==> config.mk <==
export PLATFORM = sky130hd
export DESIGN_NAME = mem_req_router
export DESIGN_NICKNAME = d
export VERILOG_FILES = /design/src/rtl/mem_req_router_pkg.sv /design/src/rtl/mem_req_router_tag_fifo.sv /design/src/rtl/mem_req_router.sv
export SDC_FILE = /design/constraint.sdc
export NUM_CORES = 1
export LEC_CHECK = 0
export CAP_MARGIN = 20
export CORE_MARGIN = 4
export CORE_UTILIZATION = 39
export DETAILED_ROUTE_END_ITERATION = 16
export GPL_TIMING_DRIVEN = 0
export PLACE_DENSITY_LB_ADDON = 0.2
export SYNTH_ARGS = -nofsm -noshare
export SYNTH_HDL_FRONTEND = slang
export SYNTH_SLANG_ARGS = --single-unit
==> constraint.sdc <==
create_clock -name clk -period 6.1 [get_ports clk]
set_input_delay 1.22 -clock clk [delete_from_list [all_inputs] [get_ports clk]]
set_output_delay 1.22 -clock clk [all_outputs]
set_load 0.03 [all_outputs]
==> src/rtl/mem_req_router_pkg.sv <==
// Shared constants and target encoding for the MEM-stage request router.
package mem_req_router_pkg;
  localparam int kDataWidth = 32;
  localparam logic [kDataWidth-1:0] kMmioBase = 32'h1000_0000;
  localparam int kRouterDepth = 4;

  typedef enum logic {
    TGT_DMEM = 1'b0,
    TGT_MMIO = 1'b1
  } target_e;
endpackage

==> src/rtl/mem_req_router_tag_fifo.sv <==
// 1-bit tag FIFO remembering which target each outstanding load went to.
module tag_fifo #(
  parameter int DEPTH = 4
) (
  input  logic clk,
  input  logic reset,
  input  logic push,
  input  logic push_data,
  input  logic pop,
  output logic full,
  output logic empty,
  output logic head
);
  localparam int AW = $clog2(DEPTH);
  localparam logic [AW-1:0] kPtrOne = AW'(1);
  localparam logic [AW:0] kCntOne = (AW + 1)'(1);
  localparam logic [AW:0] kCntFull = (AW + 1)'(DEPTH);

  logic [DEPTH-1:0] mem;
  logic [AW-1:0] rd_ptr;
  logic [AW-1:0] wr_ptr;
  logic [AW:0] count;
  logic push_ok;
  logic pop_ok;

  assign full = (count == kCntFull);
  assign empty = (count == '0);
  assign head = mem[rd_ptr];
  assign push_ok = push & ~full;
  assign pop_ok = pop & ~empty;

  // Pointers wrap naturally because DEPTH is a power of two
  always_ff @(posedge clk or negedge reset) begin
    if (!reset) begin
      mem <= '0;
      rd_ptr <= '0;
      wr_ptr <= '0;
      count <= '0;
    end else begin
      if (push_ok) begin
        mem[wr_ptr] <= push_data;
        wr_ptr <= wr_ptr + kPtrOne;
      end
      if (pop_ok) begin
        rd_ptr <= rd_ptr + kPtrOne;
      end
      if (push_ok && !pop_ok) begin
        count <= count + kCntOne;
      end else if (pop_ok && !push_ok) begin
        count <= count - kCntOne;
      end
    end
  end
endmodule

==> src/rtl/mem_req_router.sv <==
// Routes MEM-stage loads/stores to data memory (target 0) or MMIO (target 1) and
// returns load data in request order. Define MEM_REQ_ROUTER_STATS_EN for stall_cycles.
module mem_req_router
  import mem_req_router_pkg::*;
#(
  parameter int DATA_WIDTH = kDataWidth,
  parameter logic [DATA_WIDTH-1:0] MMIO_BASE = kMmioBase,
  parameter int DEPTH = kRouterDepth
) (
  input  logic                  clk,
  input  logic                  reset,
  input  logic                  req_valid,
  output logic                  req_ready,
  input  logic [DATA_WIDTH-1:0] req_addr,
  input  logic [DATA_WIDTH-1:0] req_wdata,
  input  logic                  req_we,
  output logic                  out0_valid,
  output logic                  out1_valid,
  input  logic                  out0_ready,
  input  logic                  out1_ready,
  output logic [DATA_WIDTH-1:0] out_addr,
  output logic [DATA_WIDTH-1:0] out_wdata,
  output logic                  out_we,
  input  logic                  rsp0_valid,
  input  logic                  rsp1_valid,
  input  logic [DATA_WIDTH-1:0] rsp0_rdata,
  input  logic [DATA_WIDTH-1:0] rsp1_rdata,
  output logic                  rsp0_ready,
  output logic                  rsp1_ready,
  output logic                  rsp_valid,
  output logic [DATA_WIDTH-1:0] rsp_rdata,
  input  logic                  rsp_ready
`ifdef MEM_REQ_ROUTER_STATS_EN
  ,
  output logic [31:0]           stall_cycles
`endif
);
  target_e req_sel;
  target_e hold_sel;
  logic hold_v;
  logic hold_free;
  logic accept;
  logic fifo_full;
  logic fifo_empty;
  logic fifo_head;
  logic push;
  logic pop;

  assign req_sel = (req_addr >= MMIO_BASE) ? TGT_MMIO : TGT_DMEM;
  assign hold_free = ~hold_v | ((hold_sel == TGT_MMIO) ? out1_ready : out0_ready);
  // A full tag FIFO blocks stores as well, keeping req_ready independent of req_we
  assign req_ready = hold_free & ~fifo_full;
  assign accept = req_valid & req_ready;
  assign out0_valid = hold_v & (hold_sel == TGT_DMEM);
  assign out1_valid = hold_v & (hold_sel == TGT_MMIO);

  // Hold register: refilled on acceptance, emptied once the selected target takes it
  always_ff @(posedge clk or negedge reset) begin
    if (!reset) begin
      hold_v <= 1'b0;
      hold_sel <= TGT_DMEM;
      out_addr <= '0;
      out_wdata <= '0;
      out_we <= 1'b0;
    end else if (accept) begin
      hold_v <= 1'b1;
      hold_sel <= req_sel;
      out_addr <= req_addr;
      out_wdata <= req_wdata;
      out_we <= req_we;
    end else if (hold_free) begin
      hold_v <= 1'b0;
    end
  end

  assign push = accept & ~req_we;
  assign pop = rsp_valid & rsp_ready;

  tag_fifo #(
    .DEPTH(DEPTH)
  ) u_tag_fifo (
    .clk      (clk),
    .reset    (reset),
    .push     (push),
    .push_data(req_sel),
    .pop      (pop),
    .full     (fifo_full),
    .empty    (fifo_empty),
    .head     (fifo_head)
  );

  // Only the target at the head of the tag FIFO is ever acknowledged
  assign rsp_valid = ~fifo_empty & (fifo_head ? rsp1_valid : rsp0_valid);
  assign rsp_rdata = fifo_head ? rsp1_rdata : rsp0_rdata;
  assign rsp0_ready = rsp_ready & ~fifo_empty & ~fifo_head;
  assign rsp1_ready = rsp_ready & ~fifo_empty & fifo_head;

`ifdef MEM_REQ_ROUTER_STATS_EN
  localparam logic [31:0] kStallMax = 32'hFFFF_FFFF;

  // Saturating count of cycles in which a valid request was held off
  always_ff @(posedge clk or negedge reset) begin
    if (!reset) begin
      stall_cycles <= 32'd0;
    end else if (req_valid && !req_ready && (stall_cycles != kStallMax)) begin
      stall_cycles <= stall_cycles + 32'd1;
    end
  end
`endif
endmodule
==> results of run 1 <==
## Yosys cell counts, drive strengths merged (2+ instances only)
cell and n:
buf 11, xnor2 3, and3b 5, nor2 4
dfrtp 78, inv 4, mux2i 2, xor2 3
mux2 104, ha 5
## power by group
part | total [µW] | internal, µW | switching (µW) | leakage (µW)
registers | 903 | 762 | 140 | 0.000901
clock network | 458 | 274 | 184 | 0.000118
logic | 2030 | 968 | 1060 | 0.00159
## registers in the layout, summed over array words and instances, names as in the netlist
signal,cells
out_we,1
u_tag_fifo.wr_ptr,2
out_addr,32
hold_v,1
u_tag_fifo.mem,4
hold_sel,1
u_tag_fifo.rd_ptr,2
u_tag_fifo.count,3
out_wdata,32
## metrics by stage
step / utilization [%] / worst slack [ps] / instance area (µm²) / std cells
finish: 72.1 / 1880 / 6350 / 596
CTS: 72.1 / 1820 / 6350 / 596
global route: 72.1 / 1790 / 6350 / 596
detailed placement: 69.4 / 1830 / 6110 / 580
floorplan: - / 2960 / 3560 / 232
global placement: 69.1 / 1140 / 6080 / 579
## worst max-delay path, cell delays in order
cell and delay (ps):
clkdlybuf4s50_1 420, mux2i_1 530, a22oi_1 200, clkdlybuf4s50_1 640
## metal layers
metal	wire length, µm	GRT usage, %	up-vias
li1	-	-	1322
met1	3710	20.3	1387
met2	5860	37.4	133
met3	1250	8.32	14
met4	144	4.28	0
met5	0	0	-
## cell families after synthesis
logic type	Yosys count	share of synthesized area (%)
muxes	107	34.1
DFF	78	54.9
and+or+nand+nor	17	3.13
buffers and inverters	15	2.89
xor gates and xnor gates	6	1.48
adders and majority gates	6	2.32
AOI/OAI and AO/OA	3	1.16
## path summary, 6_finish.rpt
path / start / end / slack, ps / cells after the start
max in group asynchronous: reset / u_tag_fifo.rd_ptr[0] / 4750 / 2
min in group asynchronous: reset / out_addr[0] / 790 / 1
setup reg to reg: u_tag_fifo.rd_ptr[0] / u_tag_fifo.count[2] / 3430 / 10
hold reg to reg: out_addr[27] / out_addr[27] / 490 / 1
setup / recovery: out1_ready / req_ready / 1880 / 4
hold / removal: out_addr[27] / out_addr[27] / 490 / 1
## cell type report
type	count	area (µm²)	share of cell area (%)
timing repair buffer	240	2420	38.1
sequential	78	1950	30.8
multi-input combinational	139	1500	23.7
tap	108	135	2.13
clock buffer	11	131	2.07
clock inverter	5	108	1.70
buffer	11	87.6	1.38
inverter	4	15.0	0.237
==> impl_metrics.toml, run 1 <==
[outcome]
status = "complete, no violations"

[placed_design]
port_buffers = 239
gp_congestion = 0.814
hpwl_mm = 9.09

[drt]
wire_per_inst_um = 18.4
drt_iter0_markers = 41
dr.pass1.iters = 4
wirelength_mm = 11.0
vias_per_cell = 4.79
ant_nets = 0
vias = 2856
drc = 0

[die]
io_pins = 240
die_area_mm2 = 0.0107
dieWidth_um = 103
core_mm2 = 0.00881
start_util_pct = 40.4
fp-row-count = 34
die_h_um = 103

[synth]
ys_top_cells_by_area = "dfrtp_1 (55%), mux2_2 (24%), mux2_1 (9.2%)"
synthFlopType = "dfrtp_1"
seq_area_frac_synth_pct = 54.9
ys_types = 26
avgSynthCellArea_um2 = 15.3
syn_inst = 232
synthArstFlopShare_pct = 100
synth_fp_nets = 375
synth_seq_cells = 78
synth_top_area_share_pct = 54.9
synthesis.area_mm2 = 0.00356
synth-edff-count = 0
synth_largest_area_cell = "dfrtp_1"
yosys_warnings = 0

[global_route]
grt_max_degree = 53
antenna_found_initial = 0
globalRoute.totalOverflow = 0
grtUsageTotal_pct = 19.8
grt_pass1_vias = 3041
grt_pass1_wl_mm = 16.0

[finish]
drive_above_1_share_pct = 21.3
fillers = 637
diodes = 0
mostFrequentLayoutCell = "clkdlybuf4s50_1"
most-common-layout-cells = "clkdlybuf4s50_1 (238), dfrtp_1 (78), mux2_2 (75)"
syn_to_final_growth_pct = 78.5
fin_nets = 626

[cts]
cts_made_buffers = 9
path_clk_slew_ps = 70
clockBufferDepth = 2
clock_sinks = 78
cts_htree_levels = 3
clk_latency_ps = 350
cts_tree = "built"
cts_resized = 0
clockRootBuffer = "clkbuf_8"
cts_hold_buf = 0
post-cts-setup-buffers = 0

[worst_setup_path]
critPathRequiredTime_ps = 4880
cp.arrival_ps = 3000
crit_path_start_kind = "input pin"
criticalPathCategory = "in2out"
cp_max_fo = 3
setup.worst_path.end_class = "output pin"

[hold_path]
hp-class = "reg2reg"

[sta]
slew-limit-headroom_pct = 55.9
hold_violations = 0
fin_crit_sh_pct = 69.3
drv_slew = 0
clock_skew_ps = 12.9
fin_crit_ps = 4220
tightest_slew_ps = 643
rsz0062_at_grt = "no"
setup_viol = 0
worst_hold_slack_ps = 486
max_freq_mhz = 237
fin_setup_tns_ps = 0

[run]
drv_cap = 0

[pwr]
total_power_uw = 3390
leakagePower_uw = 0.00260
ir_drop_v = 0.000324
p_per_area_mw_per_mm2 = 534
Note: power is estimated with default switching activity, not from simulation.
==> inputs of run 2 (changes only) <==
CORE_UTILIZATION = 32   (was 39)
clock period = 3.83 ns   (was 6.1 ns; I/O delays follow)
==> run 2 against run 1 <==
  * Sequential power up 59%
  * Sequential share of layout area down 0.14 points
  * Cell count up 5.4%
  * Largest power group unchanged
==> impl_metrics.toml, run 2 (synthesis results as in run 1) <==
[worst_setup_path]
setup.worst_path.end_class = "output pin"
r2r_slack_ps = 1220
ff2ff_path_depth = 10
r2r-start = "u_tag_fifo.rd_ptr[0]"
criticalPathCategory = "reg2out"
r2r_end = "u_tag_fifo.count[2]"
crit_path_start_kind = "flip-flop"
critPathRequiredTime_ps = 3060
cp_max_fo = 10
cp.arrival_ps = 2580

[drt]
wire_per_inst_um = 17.1
dr.pass1.iters = 4
wirelength_mm = 10.7
ant_nets = 0
drt_iter0_markers = 44
vias_per_cell = 4.54
drc = 0
vias = 2850

[hold_path]
hp-class = "in2async"

[sta]
max_freq_mhz = 299
slew-limit-headroom_pct = 70.3
worst_hold_slack_ps = 287
setup_slack_ps = 485
rsz0062_at_grt = "no"
fin_crit_sh_pct = 87.3
setup_viol = 0
clock_skew_ps = 13.8
drv_slew = 0
fin_crit_ps = 3350
hold_violations = 0
tightest_slew_ps = 433

[placed_design]
postPlaceCellArea_mm2 = 0.00615
dp_slack_ps = 505
place_inst = 612
hpwl_mm = 8.85
gp_congestion = 0.767
port_buffers = 239

[die]
dieWidth_um = 113
die_h_um = 113
fp-row-count = 38
die_area_mm2 = 0.0129
start_util_pct = 32.8
core_mm2 = 0.0108
io_pins = 240

[finish]
fin_nets = 626
fin_cells = 628
mostFrequentLayoutCell = "clkdlybuf4s50_1"
final_area_mm2 = 0.00638
syn_to_final_growth_pct = 79.3
reg_top3 = "out_addr: 32 flops, out_wdata: 32 flops, u_tag_fifo.mem: 4 flops"
most-common-layout-cells = "clkdlybuf4s50_1 (238), dfrtp_1 (78), mux2_2 (75)"
drive_above_1_share_pct = 21.7
diodes = 0

[pwr]
p_per_area_mw_per_mm2 = 841
ir_drop_v = 0.000479
leakagePower_uw = 0.00260

[outcome]
status = "complete, no violations"

[cts]
path_clk_slew_ps = 90
clk_latency_ps = 340
cts_tree = "built"
post-cts-setup-buffers = 0
cts_resized = 0
cts_htree_levels = 3
clockRootBuffer = "clkbuf_8"
cts_hold_buf = 0
clock_sinks = 78
cts_made_buffers = 9
clockBufferDepth = 2

[global_route]
grt_pass1_vias = 3174
globalRoute.totalOverflow = 0
grt_max_degree = 61
grtUsageTotal_pct = 16.5
grt_pass1_wl_mm = 16.8
antenna_found_initial = 0

[run]
drv_cap = 0
run 2: cell types whose count changed in the layout (fill, tap and decap cells not counted):
cell | before | now
bufinv_16 | 3 | 2
clkbuf_1 | 2 | 0
clkbuf_8 | 9 | 10
clkinv_2 | 0 | 1
clkinv_4 | 2 | 1
inv_6 | 0 | 2
run 2: worst max-delay path: stages, from the launching register on:
cell             delay [ps]
dfrtp_1                 410
mux4_2                  500
buf_2                   190
buf_2                   210
mux2_2                  240
clkdlybuf4s50_1         700
run 2: how the worst max path moves through the flow:
stage          cells after the start             endpoint            startpoint
4_1_cts                            5         rsp_rdata[3]  u_tag_fifo.rd_ptr[0]
5_1_grt                            5         rsp_rdata[3]  u_tag_fifo.rd_ptr[0]
6_report                           5         rsp_rdata[2]  u_tag_fifo.rd_ptr[0]
2_1_floorplan                      9  u_tag_fifo.count[2]            out1_ready
3_5_place_dp                      10  u_tag_fifo.count[2]            out0_ready
3_3_place_gp                       1  u_tag_fifo.count[1]                 reset
run 2: stage by stage:
| step | TNS, ps | util (%) | power (µW) |
|---|---|---|---|
| floorplan | 0 | - | 3340 |
| global placement | -62620 | 56.5 | 4660 |
| detailed placement | 0 | 56.7 | 4720 |
| CTS | 0 | 58.8 | 5450 |
| global route | 0 | 58.8 | 5660 |
| finish | 0 | 58.8 | 5360 |
run 2: layout make-up:
type,count,area [µm²]
buffer,11,87.6
clock buffer,10,138
clock inverter,6,91.3
fill,894,4460
inverter,4,15.0
multi-input combinational,139,1500
sequential,78,1950
tap,140,175
timing repair buffer,240,2420
run 2: metal layers:
layer | share of wire, % | routed length [µm] | global-route usage [%]
met5 | 0 | 0 | 0
met4 | 1.4 | 151 | 4.01
met3 | 11 | 1220 | 8.33
met2 | 51 | 5500 | 28.9
met1 | 36 | 3850 | 17.8
run 2: power breakdown:
group	switching [µW]	total [µW]	internal (µW)
registers	226	1440	1210
logic	1680	3220	1540
clock network	314	704	390
==> inputs of run 3 (changes only) <==
--- a/config.mk
+++ b/config.mk
@@ -6,5 +6,5 @@
 export NUM_CORES = 1
 export LEC_CHECK = 0
-export CAP_MARGIN = 20
+export CAP_MARGIN = 25
 export CORE_MARGIN = 4
 export CORE_UTILIZATION = 32
@@ -12,4 +12,5 @@
 export GPL_TIMING_DRIVEN = 0
 export PLACE_DENSITY_LB_ADDON = 0.2
+export SKIP_LAST_GASP = 1
 export SYNTH_ARGS = -nofsm -noshare
 export SYNTH_HDL_FRONTEND = slang
==> constraint.sdc (replaced) <==
create_clock -name clk -period 3.83 [get_ports clk]
set_input_delay 0.766 -clock clk [delete_from_list [all_inputs] [get_ports clk]]
set_output_delay 0.766 -clock clk [all_outputs]
set_load 0.005 [all_outputs]
==> results of run 3 <==
The final DEF is identical to that of run 2. Status: complete, no violations.
Main changes from that run: setup slack after layout 485 ps -> 653 ps; total power 5360 µW -> 4390 µW; worst IR drop on VDD 0.000479 V -> 0.000391 V
